==> config.mk <==
export PLATFORM = sky130hd
export DESIGN_NAME = demux2_buf
export DESIGN_NICKNAME = d
export VERILOG_FILES = /design/src/rtl/demux_pkg.sv /design/src/rtl/chan_fifo.sv /design/src/rtl/demux2_buf.sv
export SDC_FILE = /design/constraint.sdc
export NUM_CORES = 1
export LEC_CHECK = 0
export ABC_AREA = 1
export CAP_MARGIN = 25
export CORE_ASPECT_RATIO = 0.5
export CORE_MARGIN = 5
export CORE_UTILIZATION = 34
export CTS_CLUSTER_DIAMETER = 50
export CTS_CLUSTER_SIZE = 40
export DETAILED_ROUTE_END_ITERATION = 8
export SETUP_SLACK_MARGIN = 0.3
export SKIP_CTS_REPAIR_TIMING = 1
export SLEW_MARGIN = 5
export SYNTH_ARGS = -nofsm -noshare
export SYNTH_HDL_FRONTEND = slang
export SYNTH_SLANG_ARGS = --single-unit
==> constraint.sdc <==
create_clock -name clk -period 3.05 [get_ports clk]
set_input_delay 0.4575 -clock clk [delete_from_list [all_inputs] [get_ports clk]]
set_output_delay 0.4575 -clock clk [all_outputs]
set_load 0.05 [all_outputs]
==> src/rtl/demux_pkg.sv <==
// Shared types and helpers for the 1:2 buffered steering block.
package demux_pkg;

  typedef logic sel_t;

  localparam sel_t CH0 = 1'b0;
  localparam sel_t CH1 = 1'b1;

  // Occupancy needs to represent 0..depth inclusive.
  function automatic int cnt_w(input int depth);
    return $clog2(depth + 1);
  endfunction

endpackage

==> src/rtl/chan_fifo.sv <==
// Per-channel synchronous FIFO with an explicit occupancy count.
module chan_fifo
  import demux_pkg::*;
#(
  parameter int WIDTH = 8,
  parameter int DEPTH = 2
) (
  input  logic                      clk,
  input  logic                      reset,
  input  logic                      push,
  input  logic                      pop,
  input  logic [WIDTH-1:0]          din,
  output logic [WIDTH-1:0]          head,
  output logic                      full,
  output logic                      empty,
  output logic [cnt_w(DEPTH)-1:0]   count
);

  localparam int PW = $clog2(DEPTH);
  localparam int CW = cnt_w(DEPTH);
  localparam logic [CW-1:0] FULL_CNT = CW'(DEPTH);

  logic [WIDTH-1:0] mem [DEPTH];
  logic [PW-1:0]    wr_ptr;
  logic [PW-1:0]    rd_ptr;
  logic             do_push;
  logic             do_pop;

  assign full    = (count == FULL_CNT);
  assign empty   = (count == '0);
  assign do_push = push && !full;
  assign do_pop  = pop && !empty;
  assign head    = mem[rd_ptr];

  // DEPTH is a power of two, so the pointers wrap by natural overflow.
  always_ff @(posedge clk) begin
    if (reset) begin
      for (int i = 0; i < DEPTH; i++) begin
        mem[i] <= '0;
      end
      wr_ptr <= '0;
      rd_ptr <= '0;
      count  <= '0;
    end else begin
      if (do_push) begin
        mem[wr_ptr] <= din;
        wr_ptr      <= wr_ptr + 1'b1;
      end
      if (do_pop) begin
        rd_ptr <= rd_ptr + 1'b1;
      end
      case ({do_push, do_pop})
        2'b10:   count <= count + 1'b1;
        2'b01:   count <= count - 1'b1;
        default: count <= count;
      endcase
    end
  end

endmodule

==> src/rtl/demux2_buf.sv <==
// 1:2 steering block: each input word goes to the FIFO chosen by in_sel.
module demux2_buf
  import demux_pkg::*;
#(
  parameter int WIDTH = 8,
  parameter int DEPTH = 2
) (
  input  logic                      clk,
  input  logic                      reset,
  input  logic                      in_valid,
  input  logic                      in_sel,
  input  logic [WIDTH-1:0]          in_data,
  output logic                      in_ready,
  output logic                      out0_valid,
  input  logic                      out0_ready,
  output logic [WIDTH-1:0]          out0_data,
  output logic                      out1_valid,
  input  logic                      out1_ready,
  output logic [WIDTH-1:0]          out1_data,
  output logic [cnt_w(DEPTH)-1:0]   count0,
  output logic [cnt_w(DEPTH)-1:0]   count1
);

  logic full0;
  logic full1;
  logic empty0;
  logic empty1;
  logic push0;
  logic push1;

  // Ready looks only at the selected channel's full flag, never at the
  // consumer's ready, so a pop cannot make room in the same cycle.
  assign in_ready = (in_sel == CH1) ? !full1 : !full0;
  assign push0    = in_valid && in_ready && (in_sel == CH0);
  assign push1    = in_valid && in_ready && (in_sel == CH1);

  assign out0_valid = !empty0;
  assign out1_valid = !empty1;

  chan_fifo #(.WIDTH(WIDTH), .DEPTH(DEPTH)) u_fifo0 (
    .clk   (clk),
    .reset (reset),
    .push  (push0),
    .pop   (out0_ready),
    .din   (in_data),
    .head  (out0_data),
    .full  (full0),
    .empty (empty0),
    .count (count0)
  );

  chan_fifo #(.WIDTH(WIDTH), .DEPTH(DEPTH)) u_fifo1 (
    .clk   (clk),
    .reset (reset),
    .push  (push1),
    .pop   (out1_ready),
    .din   (in_data),
    .head  (out1_data),
    .full  (full1),
    .empty (empty1),
    .count (count1)
  );

endmodule
# After elaboration in Yosys (flattened, before gate mapping)
# Memory sizes are Yosys's and may differ from the RTL's. A register that Yosys moved wholly into a read port is not among the register bits.
# Index checks and enable logic that the tools add are counted.
totals:
  ff_bits: 8
  wordCells: 61
  ram_bits: 32
  romBits: 0
  latch_bits: 0
  memories: 2
  inputBits: 14
mem_list:
  columns: ["memory", "words", "width", "read_ports", "rd_ports_with_merged_regs", "write_ports", "line_no", "rtl"]
  rows:
  - ["u_fifo0.mem", 2, 8, 1, 1, 2, "chan_fifo.sv:23", "logic [WIDTH-1:0] mem [DEPTH];"]
  - ["u_fifo1.mem", 2, 8, 1, 1, 2, "chan_fifo.sv:23", null]
op_classes:
  n_bitwise: 1
  multipliers: 0
  order_cmp: 0
  add_sub_neg: 8
  shifts: 0
  n_reduce_logical: 17
  n_mux: 21
  n_eq_ne: 6
  div_mod_pow: 0
op_table:
  columns: ["operator", "n"]
  rows:
  - ["$mux 1", 17]
  - ["$mux 8", 2]
  - ["$reduce_or 8->1", 2]
  - ["$eq 2x2->1 const B", 4]
  - ["$pmux 2 s2", 2]
  - ["$logic_and 1x1->1", 7]
  - ["$add 1x1->1 const B", 4]
  - ["$add 2x1->2 const B", 2]
  - ["$eq 2x1->1 const B", 2]
  - ["$logic_not 1->1", 4]
  - ["$logic_not 2->1", 2]
  - ["$reduce_bool 2->1", 2]
  - ["$sub 2x1->2 const B", 2]
  - ["$not 1->1", 1]

# Longest topological paths before layout
logic_depth:
  word_depth: 11
  depth_mapped: 10

# Modules after synthesis
# From an unflattened synthesis, not the netlist that was laid out.
unflattened:
  cells_unflattened: 189
  hier_area_um2: 1953.1
modules_own_cells:
  columns: ["mod", "n_inst", "seq_area_each_um2", "cells_each", "area_each_um2"]
  rows:
  - ["chan_fifo", 2, 580.6, 89, 953.4]
  - ["demux2_buf", 1, 0.0, 11, 46.3]

# Worst setup path after synthesis
# OpenSTA, ideal clock, no wires.
synth_timing:
  path_kind: "reg-to-output"
  start: "register u_fifo0.count[0]"
  end: "output in_ready"
  n_path_buf: 0
  path_stages_with_launch: 5
  t_required_ns: 2.592
  slack_ns: 0.829
  t_arrival_ns: 1.764
  path_cell_list: "dfxtp_1 -> inv_2 -> nand2_4 -> nor2_1 -> a31oi_1"
synth_via:
  elab_chain_cells: 3
synth_lines:
  columns: ["element", "line_no", "rtl"]
  rows:
  - ["start: declaration", "chan_fifo.sv:16", "output logic [cnt_w(DEPTH)-1:0] count"]
  - ["start signal: assignment", "chan_fifo.sv:53", "2'b10: count <= count + 1'b1;"]
  - ["start signal: assignment", "chan_fifo.sv:54", "2'b01: count <= count - 1'b1;"]
  - ["start signal: assignment", "chan_fifo.sv:55", "default: count <= count;"]
  - ["$eq 2x2->1", "chan_fifo.sv:29", "assign full = (count == FULL_CNT);"]
  - ["$logic_not 1->1", "demux2_buf.sv:33", "assign in_ready = (in_sel == CH1) ? !full1 : !full0;"]
  - ["$mux 1", "demux2_buf.sv:33", null]
  - ["end: declaration", "demux2_buf.sv:13", "output logic in_ready,"]
# No other way between the ends.

==> impl_results.md <==
* CTS tree: yes
* Final Non-Filler Cells at about 290
* Most common flop cell mapped by yosys: edfxtp_1
* Startpoint type of the worst setup path: flip-flop
* Placed cells at 280
* DR vias at 1361
* Post-synth top area cell: edfxtp_1
* Routed wire length at 3990 um
* Worst vdd ir at roughly 260 uV
* Row count at 19
* N_diodes at 0
* Final nets at 230
* DR iter-0 viols at 38
* Total core area at ~5600 sq um
* Met1 track demand over resource at 0.145
* Leakage at roughly 0.96 nW
* GR Util met3 at 0.0321
* YS warnings at 0
* Sequential group share of total power at 0.396
* Post-route setup TNS at 0 ns
* Largest net degree at the start of global routing at 16
* Initial Util at 0.361
* H-tree levels at 2
* Worst EP arrival at between 1.5 and 2 ns
* Multi-input logic area at 726 sq um
* First-pass GRT wire length at 6960 um
* Share of the synthesized area in the top cell type at 0.473
* CP required at 2.59 ns
* Residual DRC count at 0
* FF+latch count, synth at 42
* Full die area at ~7700 sq um
* Average wire per standard cell at 13.8 um
* Largest cells by area after synthesis: edfxtp_1, dfxtp_1, mux2_2
* Syn_area_per_cell at about 12 sq um
* Final Max Slew Viols at 0
* Post-Syn Instances at 176
* Layout area overhead at 28.1%
* Vias in the first global route at 1386
* Syn_nets at 192
* Comb power frac at 0.274
* Power after layout at 1.77 mW
* Clock Root Buffer: clkbuf_16
* Die span in x at 119 um
* List of most frequent post-synthesis cells: edfxtp_1, inv_1, nor2_1
* Vias/cell at ~4.7
* Gpl congestion at 0.728
* Setup crit end kind: primary output
* Final Cycle Share at 0.774
* Clock Path Buffers at 2
* Unrepaired setup endpoints after global routing: no
* Sequential share of the synthesized area at 0.571
* Sink Count at between 40 and 50
* Fmax achieved at 424 MHz
* Die Height at 64.7 um
* Gr ovfl total at 0
* Busiest metal layer after global routing: met2
* Clk_skew at 0.00526 ns
* Max FO, Critical Path at 8
* R2R Path Start: u_fifo1.count[0]
* Post-Syn Area at 2030 sq um
* Sw Ratio at 0.313
* Number of synthesized flops with an enable pin at 32
* Clock power frac at 0.330
* Worst slew pin tran at ~0.51 ns
* Final setup violation count at 0
* Final hold violation count at 0
* Hold Path Class: reg -> reg
* Sw Pwr at 555 uW
* Synth cell types at 22
* Met2 usage at 0.182
* Power per Cell Area at 682 nW/um^2
* Layout cells sized above 1 at 0.237
* Max_cap viols at 0
* Fraction of registers with async set/reset at 0
* Worst-Skew Late Latency at around 0.28 ns
* Post-route minimum period at 2.36 ns
* GRT Overall Usage at 0.114
* Fill count at 507
* Port Buf Inserts at 36
* Antenna-violating nets left at 0
* Antenna violations before repair at 0
* Pre-antenna DRT Iters at 4
* Pint at approximately 1.2 mW
* DPL Wire Length at 2960 um
* Hold_sp: u_fifo0.rd_ptr
* Count leader, synth: edfxtp_1
* Rel. slew slack at 0.660
* Reg area at 1160 sq um
* Total CTS buffers at 5
* Top-level port count at 37
* Clk slew on worst S/H paths at 0.05 ns
* WS Path Type: reg -> out
* Status: finished clean
## metrics by stage
stage          hold slack, ns  worst slack (ns)  utilization  instance area [sq um]
2_1_floorplan           0.465             0.829            -                   2030
3_3_place_gp            0.480             0.826        0.433                   2440
3_5_place_dp            0.495             0.721        0.433                   2440
4_1_cts                 0.508             0.655        0.462                   2600
5_1_grt                 0.534             0.613        0.462                   2600
6_report                0.500             0.689        0.462                   2600
## worst max-delay path: stages (launching register included)
cell             delay (ns)
dfxtp_1                0.54
mux2_2                 0.38
clkdlybuf4s50_1        0.70
## layer usage
metal | part of all wire | routed length (um)
met1 | 0.48 | 1910
met2 | 0.46 | 1830
met3 | 0.045 | 181
met4 | 0.018 | 70
met5 | 0 | 0
## sequential cells by signal, summed over array words and instances (netlist names), named ones only
name            cells
u_fifo1.wr_ptr      1
u_fifo0.wr_ptr      1
u_fifo0.rd_ptr      1
u_fifo1.count       2
u_fifo0.mem        16
u_fifo1.rd_ptr      1
u_fifo0.count       2
u_fifo1.mem        16
## layout by cell type, fill, tap and decap left out, types with 3 or more instances in the layout
| cell | Yosys | final |
|---|---|---|
| nand2_1 | 16 | 16 |
| edfxtp_1 | 32 | 32 |
| inv_1 | 23 | 23 |
| nor2_1 | 17 | 17 |
| mux2_2 | 16 | 16 |
| dfxtp_1 | 10 | 10 |
| clkdlybuf4s50_1 | 0 | 35 |
| nor3_2 | 16 | 16 |
| o21ai_0 | 4 | 4 |
| clkbuf_16 | 0 | 5 |
| nor3_1 | 16 | 16 |
| inv_2 | 3 | 3 |
## power by group through the flow
| stage | sequential, mW | clock (mW) | combinational [mW] |
|---|---|---|---|
| after CTS | 0.705 | 0.599 | 0.493 |
| final | 0.703 | 0.586 | 0.486 |
| after detailed placement | 0.716 | 0 | 0.491 |
| after global routing | 0.711 | 0.621 | 0.525 |
| after global placement | 0.715 | 0 | 0.484 |
| after floorplan | 0.732 | 0 | 0.330 |
## final cells by class
type                            instances  area share
Sequential cell                        42       0.446
Timing Repair Buffer                   37       0.140
Clock buffer                            7      0.0509
Inverter                               26      0.0375
Multi-Input combinational cell        102       0.279
Tap cell                               73      0.0351
Clock inverter                          1      0.0115
## cells by family (layout without fill, tap and decap cells)
family,count (synthesis),after routing,synth area share
mux,16,16,0.0886
compound gates,11,11,0.0314
buf+inv,32,71,0.0720
fa+ha+maj,2,2,0.0123
simple gates,73,73,0.225
flops,42,42,0.571
## final timing paths
| kind | end | cells past startpoint | slack (ns) |
|---|---|---|---|
| hold / removal | flip-flop | 2 | 0.50 |
| hold reg to reg | flip-flop | 2 | 0.50 |
| setup reg to reg | u_fifo1.mem[1][6] | 4 | 1.31 |
| setup / recovery | out0_data[6] | 2 | 0.69 |
Note: power is estimated with default switching activity, not from simulation.
